[config.mk]
export PLATFORM = sky130hd
export DESIGN_NAME = ysyx_22050598_csr_file
export DESIGN_NICKNAME = d
export VERILOG_FILES = /design/src/rtl/ysyx_22050598_csr_file.sv
export SDC_FILE = /design/constraint.sdc
export NUM_CORES = 1
export LEC_CHECK = 0
export ABC_AREA = 0
export CORE_AREA = 2 2 279 281
export CTS_CLUSTER_SIZE = 8
export DETAILED_ROUTE_END_ITERATION = 6
export DIE_AREA = 0 0 281 283
export GPL_TIMING_DRIVEN = 0
export HOLD_SLACK_MARGIN = 0.1
export PLACE_DENSITY = 0.56
export RECOVER_POWER = 25
export SYNTH_ARGS = -nofsm -noshare
export SYNTH_HDL_FRONTEND = slang
export SYNTH_SLANG_ARGS = --single-unit
export TNS_END_PERCENT = 100
[constraint.sdc]
create_clock -name clk -period 2.9 [get_ports clk]
set_clock_uncertainty 0.1 [all_clocks]
set_input_delay 0.29 -clock clk [delete_from_list [all_inputs] [get_ports clk]]
set_output_delay 0.29 -clock clk [all_outputs]
set_load 0.01 [all_outputs]
[src/rtl/ysyx_22050598_csr_file.sv]
// M-mode CSR file and trap sequencer with a valid/ready request and a registered one-cycle response.
// Optional mcycle counter at 0xB00 is enabled by defining YSYX_22050598_CSR_MCYCLE_EN.
module ysyx_22050598_csr_file #(
    parameter int              XLEN             = 64,
    parameter logic [XLEN-1:0] MSTATUS_RESETVAL = XLEN'('h1800),
    parameter logic [XLEN-1:0] MTVEC_RESETVAL   = '0
) (
    input  logic            clk,
    input  logic            rst,
    input  logic            req_valid_i,
    output logic            req_ready_o,
    input  logic [2:0]      op_i,
    input  logic [11:0]     csr_addr_i,
    input  logic [XLEN-1:0] csr_src_i,
    input  logic [XLEN-1:0] pc_i,
    input  logic            timer_irq_i,
    output logic            rsp_valid_o,
    output logic [XLEN-1:0] rdata_o,
    output logic            redirect_o,
    output logic [XLEN-1:0] redirect_pc_o,
    output logic            illegal_o,
    output logic            irq_taken_o
);

    typedef enum logic {IDLE, RESP} state_t;

    localparam logic [2:0] OP_RW    = 3'b001;
    localparam logic [2:0] OP_RS    = 3'b010;
    localparam logic [2:0] OP_RC    = 3'b011;
    localparam logic [2:0] OP_ECALL = 3'b100;
    localparam logic [2:0] OP_MRET  = 3'b101;

    state_t          state;
    logic [XLEN-1:0] mstatus, mie, mtvec, mepc, mcause, mip;
    logic [XLEN-1:0] rd_val, wval, mstatus_trap, mstatus_mret;
    logic            rd_ok, is_csr, accept, irq, ecall, mret, wr_en;
`ifdef YSYX_22050598_CSR_MCYCLE_EN
    logic [XLEN-1:0] mcycle;
`endif

    assign req_ready_o = (state == IDLE);
    assign accept      = req_valid_i && (state == IDLE);
    assign irq         = accept && timer_irq_i && mstatus[3] && mie[7];
    assign ecall       = accept && !irq && (op_i == OP_ECALL);
    assign mret        = accept && !irq && (op_i == OP_MRET);
    assign is_csr      = (op_i == OP_RW) || (op_i == OP_RS) || (op_i == OP_RC);
    assign mip         = XLEN'({timer_irq_i, 7'b0});

    // Trap entry: MPIE<=MIE, MIE<=0, MPP<=M. Return: MIE<=MPIE, MPIE<=1, MPP<=M.
    always_comb begin
        mstatus_trap        = mstatus;
        mstatus_trap[7]     = mstatus[3];
        mstatus_trap[3]     = 1'b0;
        mstatus_trap[12:11] = 2'b11;
        mstatus_mret        = mstatus;
        mstatus_mret[3]     = mstatus[7];
        mstatus_mret[7]     = 1'b1;
        mstatus_mret[12:11] = 2'b11;
    end

    // CSR read mux, write-value computation and write enable
    always_comb begin
        rd_val = '0;
        rd_ok  = 1'b1;
        case (csr_addr_i)
            12'h300: rd_val = mstatus;
            12'h304: rd_val = mie;
            12'h305: rd_val = mtvec;
            12'h341: rd_val = mepc;
            12'h342: rd_val = mcause;
            12'h344: rd_val = mip;
`ifdef YSYX_22050598_CSR_MCYCLE_EN
            12'hB00: rd_val = mcycle;
`endif
            default: rd_ok = 1'b0;
        endcase
        case (op_i)
            OP_RS:   wval = rd_val | csr_src_i;
            OP_RC:   wval = rd_val & ~csr_src_i;
            default: wval = csr_src_i;
        endcase
        // RS/RC with a zero operand is a pure read
        wr_en = accept && !irq && is_csr && rd_ok
                && ((op_i == OP_RW) || (csr_src_i != '0));
    end

    // Handshake FSM, registered response and CSR state updates
    always_ff @(posedge clk) begin
        if (rst) begin
            state         <= IDLE;
            rsp_valid_o   <= 1'b0;
            rdata_o       <= '0;
            redirect_o    <= 1'b0;
            redirect_pc_o <= '0;
            illegal_o     <= 1'b0;
            irq_taken_o   <= 1'b0;
            mstatus       <= MSTATUS_RESETVAL;
            mtvec         <= {MTVEC_RESETVAL[XLEN-1:2], 2'b00};
            mie           <= '0;
            mepc          <= '0;
            mcause        <= '0;
        end else begin
            if (accept) begin
                state         <= RESP;
                rsp_valid_o   <= 1'b1;
                rdata_o       <= (is_csr && rd_ok && !irq) ? rd_val : '0;
                illegal_o     <= is_csr && !rd_ok && !irq;
                redirect_o    <= irq || ecall || mret;
                redirect_pc_o <= (irq || ecall) ? mtvec : (mret ? mepc : '0);
                irq_taken_o   <= irq;
            end else begin
                state         <= IDLE;
                rsp_valid_o   <= 1'b0;
                rdata_o       <= '0;
                illegal_o     <= 1'b0;
                redirect_o    <= 1'b0;
                redirect_pc_o <= '0;
                irq_taken_o   <= 1'b0;
            end
            if (wr_en) begin
                case (csr_addr_i)
                    12'h300: mstatus <= wval;
                    12'h304: mie     <= wval;
                    12'h305: mtvec   <= {wval[XLEN-1:2], 2'b00};
                    12'h341: mepc    <= {wval[XLEN-1:1], 1'b0};
                    12'h342: mcause  <= wval;
                    default: ;
                endcase
            end
            if (irq || ecall) begin
                mepc    <= pc_i;
                mstatus <= mstatus_trap;
                mcause  <= irq ? {1'b1, (XLEN-1)'(7)} : XLEN'(11);
            end
            if (mret) begin
                mstatus <= mstatus_mret;
            end
        end
    end

`ifdef YSYX_22050598_CSR_MCYCLE_EN
    // Free-running cycle counter; a CSR write takes precedence over the increment
    always_ff @(posedge clk) begin
        if (rst) begin
            mcycle <= '0;
        end else if (wr_en && (csr_addr_i == 12'hB00)) begin
            mcycle <= wval;
        end else begin
            mcycle <= mcycle + XLEN'(1);
        end
    end
`endif

endmodule

Word level (Yosys, flattened, before mapping)
Index checks and enable logic that the tools add are counted.

storage, ports and cells
  bits in registers = 450
  input bits = 147
  output and inout port bits = 133
  logic and storage cells = 89

operators by class
  equal/unequal tests = 11
  mux-type cells = 17
  bitwise gates (word level) = 8
  reduce and logical (&&, ||, !) cells = 39

operator list
  kind                                                                number
  64-bit two-way mux                                                  9
  64-bit case mux with 6 select lines                                 1
  64-bit case mux with 2 select lines                                 1
  12-bit by 10-bit == test with 1-bit output (second input constant)  6
  64-bit bitwise AND                                                  1
  64-bit NOT                                                          1
  64-bit OR                                                           1
  64-bit nonzero test                                                 1
  8-bit two-way mux                                                   4
  1-bit logical AND                                                   14
  2-bit AND reduction                                                 6
  3-bit by 2-bit == test with 1-bit output (second input constant)    2
  3-bit == test (second input constant)                               2
  2-bit nonzero test                                                  3
  3-bit nonzero test                                                  2
  3-bit OR reduction                                                  2
  6-bit OR reduction                                                  1
  1-bit logical OR                                                    5
  1-bit NOT                                                           5
  4-bit AND reduction                                                 1
  4-bit OR reduction                                                  1
  3-bit by 1-bit == test with 1-bit output (second input constant)    1
  1-bit logical NOT                                                   2
  1-bit two-way mux                                                   2
  2-bit OR reduction                                                  1

Logic depth before layout (Yosys ltp)
Gate-level depths: netlist of the first run.

  depth in word-level cells = 13
  depth in mapped cells = 11
  mapped depth without buffers = 6

Worst setup path before layout of the first run
No wires, ideal clock.

  path type = reg2reg
  start = reg mstatus[3]
  end = reg mcause[27]
  library setup time = 0.128 ns
  data arrival time = 2.129 ns
  data required time = 2.672 ns
  path slack = 0.543 ns
  cell stages (with the launch flop) = 9
  clock period less this slack = 2.357 ns
  cells stage by stage = dfxtp_1 and3_1 clkbuf_1 or4_1 a211oi_2 buf_2 buf_4 mux2i_1 nor2_1

between the ends
  longest elaborated chain between the ends = 9
  elaborated cells on any way between the ends = 13
  classes of those cells = mux (1); reduce/logical (12)

RTL lines
  item                               RTL line  source
  from (decl)                        34        logic [XLEN-1:0] mstatus, mie, mtvec, mepc, mcause, mip;
  from (signal assigned)             122       12'h300: mstatus <= wval;
  from (signal assigned)             132       mstatus <= mstatus_trap;
  from (signal assigned)             136       mstatus <= mstatus_mret;
  1-bit logical AND * (2 in series)  43        assign irq = accept && timer_irq_i && mstatus[3] && mie[7];
  1-bit logical NOT                  44, 83
  1-bit logical AND                  44, 83
  1-bit logical AND (2 in series)    83        wr_en = accept && !irq && is_csr && rd_ok
  1-bit logical AND                  84        && ((op_i == OP_RW) || (csr_src_i != '0));
  2-bit nonzero test (no line)       n/a
  2-bit AND reduction (no line)      n/a
  to (signal assigned)               126       12'h342: mcause <= wval;
  to (signal assigned)               133       mcause <= irq ? {1'b1, (XLEN-1)'(7)} : XLEN'(11);
  to (decl)                          34

Every way passes the cells marked *; elsewhere a longest branch is shown, timed or not.
A chain may end at the register's enable or synchronous reset.

Final worst setup path of the first run
  start = in csr_addr_i[6]
  end = reg mepc[43]

between the ends
  longest elaborated chain between the ends = 7
  elaborated cells on any way between the ends = 20
  classes of those cells = eq/ne (6); mux (6); bitwise (2); reduce/logical (6)

RTL lines
  item                                                                              RTL line  source
  from (decl)                                                                       13        input logic [11:0] csr_addr_i,
  12-bit by 10-bit == test with 1-bit output (on tied branches)                     65, 121
  64-bit case mux with 6 select lines / 6-bit OR reduction (equally long branches)  n/a
  64-bit bitwise AND (tied with other cells)                                        79        OP_RC: wval = rd_val & ~csr_src_i;
  64-bit case mux with 2 select lines / 1-bit logical AND (equally long branches)   77, 83
  64-bit two-way mux / 1-bit logical AND (equally long branches)                    121, 84
  64-bit two-way mux / 2-bit nonzero test (equally long branches)                   n/a
  64-bit two-way mux / 2-bit AND reduction (equally long branches)                  n/a
  to (signal assigned)                                                              125       12'h341: mepc <= {wval[XLEN-1:1], 1'b0};
  to (signal assigned)                                                              131       mepc <= pc_i;
  to (decl)                                                                         34

Several ways; a longest one is shown, not always the timed one. The select of a mux whose other input is x is not followed.

==> results of run 1 <==
[logic make-up (layout without fill, tap and decap cells)]
logic type	after synthesis	in the layout	share of synthesized area [%]
other	0	6	0
buffers and inverters	253	623	5.057
AOI/OAI and AO/OA	607	607	21.88
xor gates and xnor gates	1	1	0.04276
muxes	62	62	3.036
and+or+nand+nor	1014	1014	26.01
DFF	450	450	43.97
[stage by stage]
step	total power, uW	instance area [um2]	worst slack, ns	utilization (%)	hold slack, ns
2_1_floorplan	6781	20490	0.5433	-	0.3294
3_3_place_gp	7356	24560	-1.326	32.02	0.3401
3_5_place_dp	7355	24560	-1.375	32.02	0.3439
4_1_cts	14590	26710	0.007982	34.82	0.1796
5_1_grt	14940	27010	0.002440	35.22	0.2458
6_report	14540	27020	-0.01021	35.23	0.2057
[worst reg2reg max path: cells and delay by family (launching register included)]
kind / cells / cell delay [ns]
simple gates: 3 / 0.65
buf+inv: 3 / 1.16
compound gates: 1 / 0.41
flops: 1 / 0.40
[synthesized netlist by cell type, types with 4 or more instances]
master,n,area [um2]
a211oi_1,11,82.58
inv_1,8,30.03
nand2b_1,5,31.28
nor2b_1,4,25.02
dfxtp_1,450,9009
nor3b_1,65,488.0
a211o_1,61,534.3
nor4b_1,61,534.3
nor3_1,10,50.05
nand3_1,5,25.02
and4b_1,118,1181
a22o_1,61,534.3
o31ai_2,46,575.6
a21o_1,4,30.03
clkbuf_1,174,653.1
nand2_1,561,2106
nor4_1,18,112.6
o31ai_1,16,120.1
o21ai_0,6,30.03
nor2_1,139,521.8
nand4b_1,4,35.03
buf_4,6,45.04
mux2i_1,61,610.6
buf_1,14,52.55
buf_2,51,255.2
a21oi_1,257,1286
a22oi_1,60,450.4
a311o_1,61,610.6
[area by class of cell]
type	instances	area [um2]
inverters	8	30.03
well taps	1040	1301
repair buffers	293	2899
diodes	6	15.01
clock buffers	77	1787
clock inverters	6	63.81
fillers	8020	49680
multi-input cells	1684	10820
plain buffers	239	1105
flip-flops and latches	450	9009
[sequential cells by signal, summed over array words and instances, names as in the netlist]
name	cells
irq_taken_o	1
rdata_o	64
mstatus	64
state	1
mcause	64
illegal_o	1
redirect_pc_o	64
redirect_o	1
mtvec	62
mepc	64
mie	64
[worst min-delay path by stage]
stage	from	end	slack, ns
after global routing	pc_i[7]	mepc[7]$_SDFFE_PP0P_	0.25
after global placement	mie[3]$_SDFFE_PP0P_	mie[3]$_SDFFE_PP0P_	0.34
after CTS	pc_i[7]	mepc[7]$_SDFFE_PP0P_	0.18
after floorplan	mie[3]$_SDFFE_PP0P_	mie[3]$_SDFFE_PP0P_	0.33
after detailed placement	mstatus[1]$_SDFFE_PP0P_	mstatus[1]$_SDFFE_PP0P_	0.34
final	pc_i[7]	mepc[7]$_SDFFE_PP0P_	0.21
[routing by layer]
| layer | routed length, um | share of wire (%) | vias up |
|---|---|---|---|
| li1 | - | - | 9332 |
| met1 | 39680 | 42 | 9902 |
| met2 | 41810 | 44 | 1064 |
| met3 | 9393 | 9.9 | 209 |
| met4 | 3653 | 3.9 | 12 |
| met5 | 79 | 0.083 | - |
[power by group]
group          total (uW)  internal, uW  leakage (uW)  switching, uW
clock                7240          4300      0.000909           2930
combinational        1070           361       0.00537            706
sequential           6230          6220       0.00363           18.6
total               14500         10900       0.00991           3660
[repair_timing]
action | CTS | global route
pin swaps | 3 | 5
endpoints found under the setup margin | 411 | 331
setup buffers | 10 | 6
gates resized for setup | 73 | 92
==> flow_metrics.tcl, run 1 <==
set metrics [dict create \
    status "finished with violations" \
    failed_checks "negative setup slack" \
    cts_tree "yes" \
    dr.pass1.iters 5 \
    synth.net_count 2534 \
    hold_violations 0 \
    cts_buffers 67 \
    synthArstFlopShare_pct 0 \
    fmax_ghz 0.3436 \
    start_util_pct 26.71 \
    grt_max_degree 20 \
    htree_levels 3 \
    area_delta_synth_final_pct 31.92 \
    cp_cell_sequence "buf_2 > clkbuf_1 > clkbuf_1 > and4b_1 > a211o_1 > a22oi_1 > o31ai_4 > a311o_1" \
    cap_violations 0 \
    synth_flop_cell "dfxtp_1" \
    clkTransAtPathRegs_ns 0.05 \
    clock-root-buffer "clkbuf_16" \
    r2r_end "redirect_pc_o[25]$_SDFF_PP0_" \
    hpwl_um 68620 \
    ys_ff_latch 450 \
    cts_buffer_depth 3 \
    finalWorstSetupSlack_ns -0.01021 \
    worstPathRequired_ns 3.30 \
    ir_drop_uv 353.7 \
    grt_util_met3_pct 5.682 \
    grt_pass1_vias 19663 \
    hold_depth 3 \
    grt_use_met2_pct 35.94 \
    min_path_type "in -> reg" \
    syn_area_per_cell_um2 8.582 \
    setup_viol 1 \
    yosysSeqAreaShare_pct 43.97 \
    grt-ovfl-total 0 \
    drive_gt1_share_pct 10.95 \
    worst_pin_slew_ns 0.8221 \
    critPathCapture "mepc[43]$_SDFFE_PP0P_" \
    gp_congestion 0.9222 \
    drc_errors 0 \
    startpoint_type "input port" \
    crit_type "in -> reg" \
    portBuffers 277 \
    cts_hold_buf 0 \
    antenna_left 0 \
    slew_headroom_pct 45.07 \
    r2r_cells 7 \
    fin_tns_setup_ns -0.01021 \
    r2r-start "state$_SDFF_PP0_" \
    synth_cell_types 59 \
    rows 102 \
    rsz0062_at_grt "false" \
    crit_top_cell "clkbuf_1" \
    critPathBufInv 3 \
    grtUsageMet1_pct 30.57 \
    clkSinkCount 450 \
    grt_first_pass_wirelength_um 135900 \
    startpoint "csr_addr_i[6]" \
    antenna_found_initial 12 \
    fin_crit_ns 2.910 \
    die-width_um 281 \
    min_period_over_period_pct 100.4 \
    final_cells 3803 \
    synth_edf_count 0 \
    route.detailed.wl_per_inst_um 24.88 \
    core_area_um2 76700 \
    synthCells 2387 \
    crit_path_end_kind "register" \
    cpMaxStageDelayCell "clkbuf_1" \
    cp_top_family "buffers and inverters" \
    crit_arrival_ns 3.31 \
    drt-total-wl_um 94610 \
    grt_most_used_layer "met2" \
    synth_warnings 0 \
    fin_nets 2890 \
    powerDensity_nw_per_um2 537.9 \
    critPathMaxStageDelay_ns 0.68 \
    grt_use_total_pct 23.14 \
    ioPinCount 280 \
    clk_latency_ns 0.62 \
    die-height_um 283 \
    dieArea_um2 79520 \
    synth.cell_area_um2 20490 \
    path_depth 8 \
    final_common_cell "nand2_1" \
    dp_cells 3704 \
    drtIter0Drc 2148 \
    slew_violations 0 \
    critPathMaxFanout 10 \
    p_leak_uw 0.009908 \
    avgViaCountPerCell 5.395 \
    final_cell_mix "nand2_1, dfxtp_1, a21oi_1" \
    reg2reg_slack_ns 0.01 \
    vias 20519 \
]
Power figures use the tool's default switching activity.
==> inputs of run 2 (changes only) <==
--- a/config.mk
+++ b/config.mk
@@ -13,7 +13,7 @@
 export GPL_TIMING_DRIVEN = 0
 export HOLD_SLACK_MARGIN = 0.1
 export PLACE_DENSITY = 0.56
-export RECOVER_POWER = 25
+export SLEW_MARGIN = 20
 export SYNTH_ARGS = -nofsm -noshare
 export SYNTH_HDL_FRONTEND = slang
 export SYNTH_SLANG_ARGS = --single-unit
==> run 2 against run 1 <==
The flow now finishes without violations; combinational power hardly changed; global-route usage stayed put; power hardly changed; final cell count hardly changed; critical path type unchanged.
==> flow_metrics.tcl, run 2 (synthesis gave the netlist of run 1 again) <==
set metrics [dict create \
    status "finished, final reports clean" \
    core_area_um2 76700 \
    min_period_over_period_pct 99.40 \
    multi_input_area_um2 10820 \
    dieArea_um2 79520 \
    crit_type "in -> reg" \
    vias 20552 \
    rsz0062_at_grt "false" \
    clkSinkCount 450 \
    ir_drop_uv 352.7 \
    p_leak_uw 0.009439 \
    rows 102 \
    portBuffers 277 \
    startpoint_type "input port" \
    hpwl_um 68620 \
    critPathMaxFanout 10 \
    route.detailed.wl_per_inst_um 24.94 \
    cts_tree "yes" \
    drive_gt1_share_pct 10.95 \
    start_util_pct 26.71 \
    area_delta_synth_final_pct 31.92 \
    cts_buffer_depth 3 \
    seq_area_um2 9009 \
    worstPathRequired_ns 3.32 \
    clock-root-buffer "clkbuf_16" \
    worst_pin_slew_ns 0.8261 \
    final_cell_mix "nand2_1, dfxtp_1, clkdlybuf4s50_1" \
    drt-total-wl_um 94770 \
    avgViaCountPerCell 5.408 \
    die-height_um 283 \
    grt_use_total_pct 23.14 \
    drc_errors 0 \
    critPathMaxStageDelay_ns 0.69 \
    setup_viol 0 \
    grt_max_degree 20 \
    htree_levels 3 \
    fmax_ghz 0.3469 \
    crit_path_end_kind "register" \
    fin_nets 2890 \
    antenna_found_initial 12 \
    grt_pass1_vias 19663 \
    dr.pass1.iters 6 \
    clkTransAtPathRegs_ns 0.05 \
    antenna_left 0 \
    powerDensity_nw_per_um2 537.9 \
    cp_cell_sequence "buf_2 > clkbuf_1 > clkbuf_1 > inv_1 > nand3_1 > nand4b_1 > a21o_1 > buf_2 > clkbuf_4 > nand2_1 > a21oi_1" \
    cts_buffers 67 \
    dp_cells 3704 \
    slew_headroom_pct 44.80 \
    hold_violations 0 \
    die-width_um 281 \
    num-fill-cells 8023 \
    grt_first_pass_wirelength_um 135900 \
    min_path_type "in -> reg" \
    crit_arrival_ns 3.31 \
    grt-ovfl-total 0 \
    cpMaxStageDelayCell "clkbuf_1" \
    cap_violations 0 \
    final_common_cell "nand2_1" \
    slew_violations 0 \
    gp_congestion 0.9222 \
    drtIter0Drc 2150 \
    ioPinCount 280 \
    holdWs_ns 0.1965 \
    clk_latency_ns 0.62 \
    final_cells 3800 \
    fin_crit_ns 2.882 \
]
[run 2: cell count changes in the layout (fill, tap and decap cells not counted)]
cell,change
clkdlybuf4s50_1,+133
dlygate4sd3_1,-133
diode_2,-3
buf_1,+2
clkbuf_1,-2
a21oi_2,-1
a21oi_4,+1
[run 2: metrics by stage]
stage	worst slack (ns)	power [uW]	TNS, ns	utilization [%]	cell area (um2)
6_report	0.01754	14540	0	35.23	27020
3_3_place_gp	-1.326	7356	-452.75	32.02	24560
3_5_place_dp	-1.375	7355	-466.40	32.02	24560
4_1_cts	0.007982	14590	0	34.82	26710
2_1_floorplan	0.5433	6781	0	-	20490
5_1_grt	0.002440	14940	0	35.23	27020
[run 2: timing repair]
action	in CTS	in global routing
endpoints found under the hold margin	0	0
buffers inserted	10	6
pin swaps	3	5
hold buffers	0	0
setup endpoints to repair	411	331
gates resized for setup	73	92
[run 2: worst paths after layout]
check                           from  cells past startpoint  slack (ns)                           end
max                    csr_addr_i[6]                     11        0.02      mstatus[60]$_SDFFE_PP0P_
min reg2reg  mstatus[1]$_SDFFE_PP0P_                      2        0.35       mstatus[1]$_SDFFE_PP0P_
max reg2reg         state$_SDFF_PP0_                      8        0.06  redirect_pc_o[51]$_SDFF_PP0_
min                          pc_i[7]                      3        0.20          mepc[7]$_SDFFE_PP0P_
[run 2: worst max-delay path: cells and delay by family]
family,cells,cell delay (ns)
buffers and inverters,6,2.32
and+or+nand+nor,3,0.44
AOI/OAI and AO/OA,2,0.24
[run 2: area by class of cell]
class | count | area share, %
clock inverters | 6 | 0.2361
multi-input cells | 1684 | 40.05
plain buffers | 239 | 4.088
inverters | 8 | 0.1111
flip-flops and latches | 450 | 33.33
clock buffers | 77 | 6.611
diodes | 3 | 0.02778
repair buffers | 293 | 10.73
well taps | 1040 | 4.815
[run 2: report_power, final]
group	leakage (uW)	internal, uW	total (uW)	switching [uW]
registers	0.00363	6220	6230	18.8
logic	0.00490	362	1070	706
clock network	0.000909	4300	7230	2930
[run 2: per-layer routing]
layer / up-vias / share of wire, % / GRT usage [%]
met5: - / 0.099 / 0
met4: 14 / 3.7 / 9.412
met3: 195 / 9.9 / 5.682
met2: 1075 / 44 / 35.94
met1: 9947 / 42 / 30.57
li1: 9321 / - / -
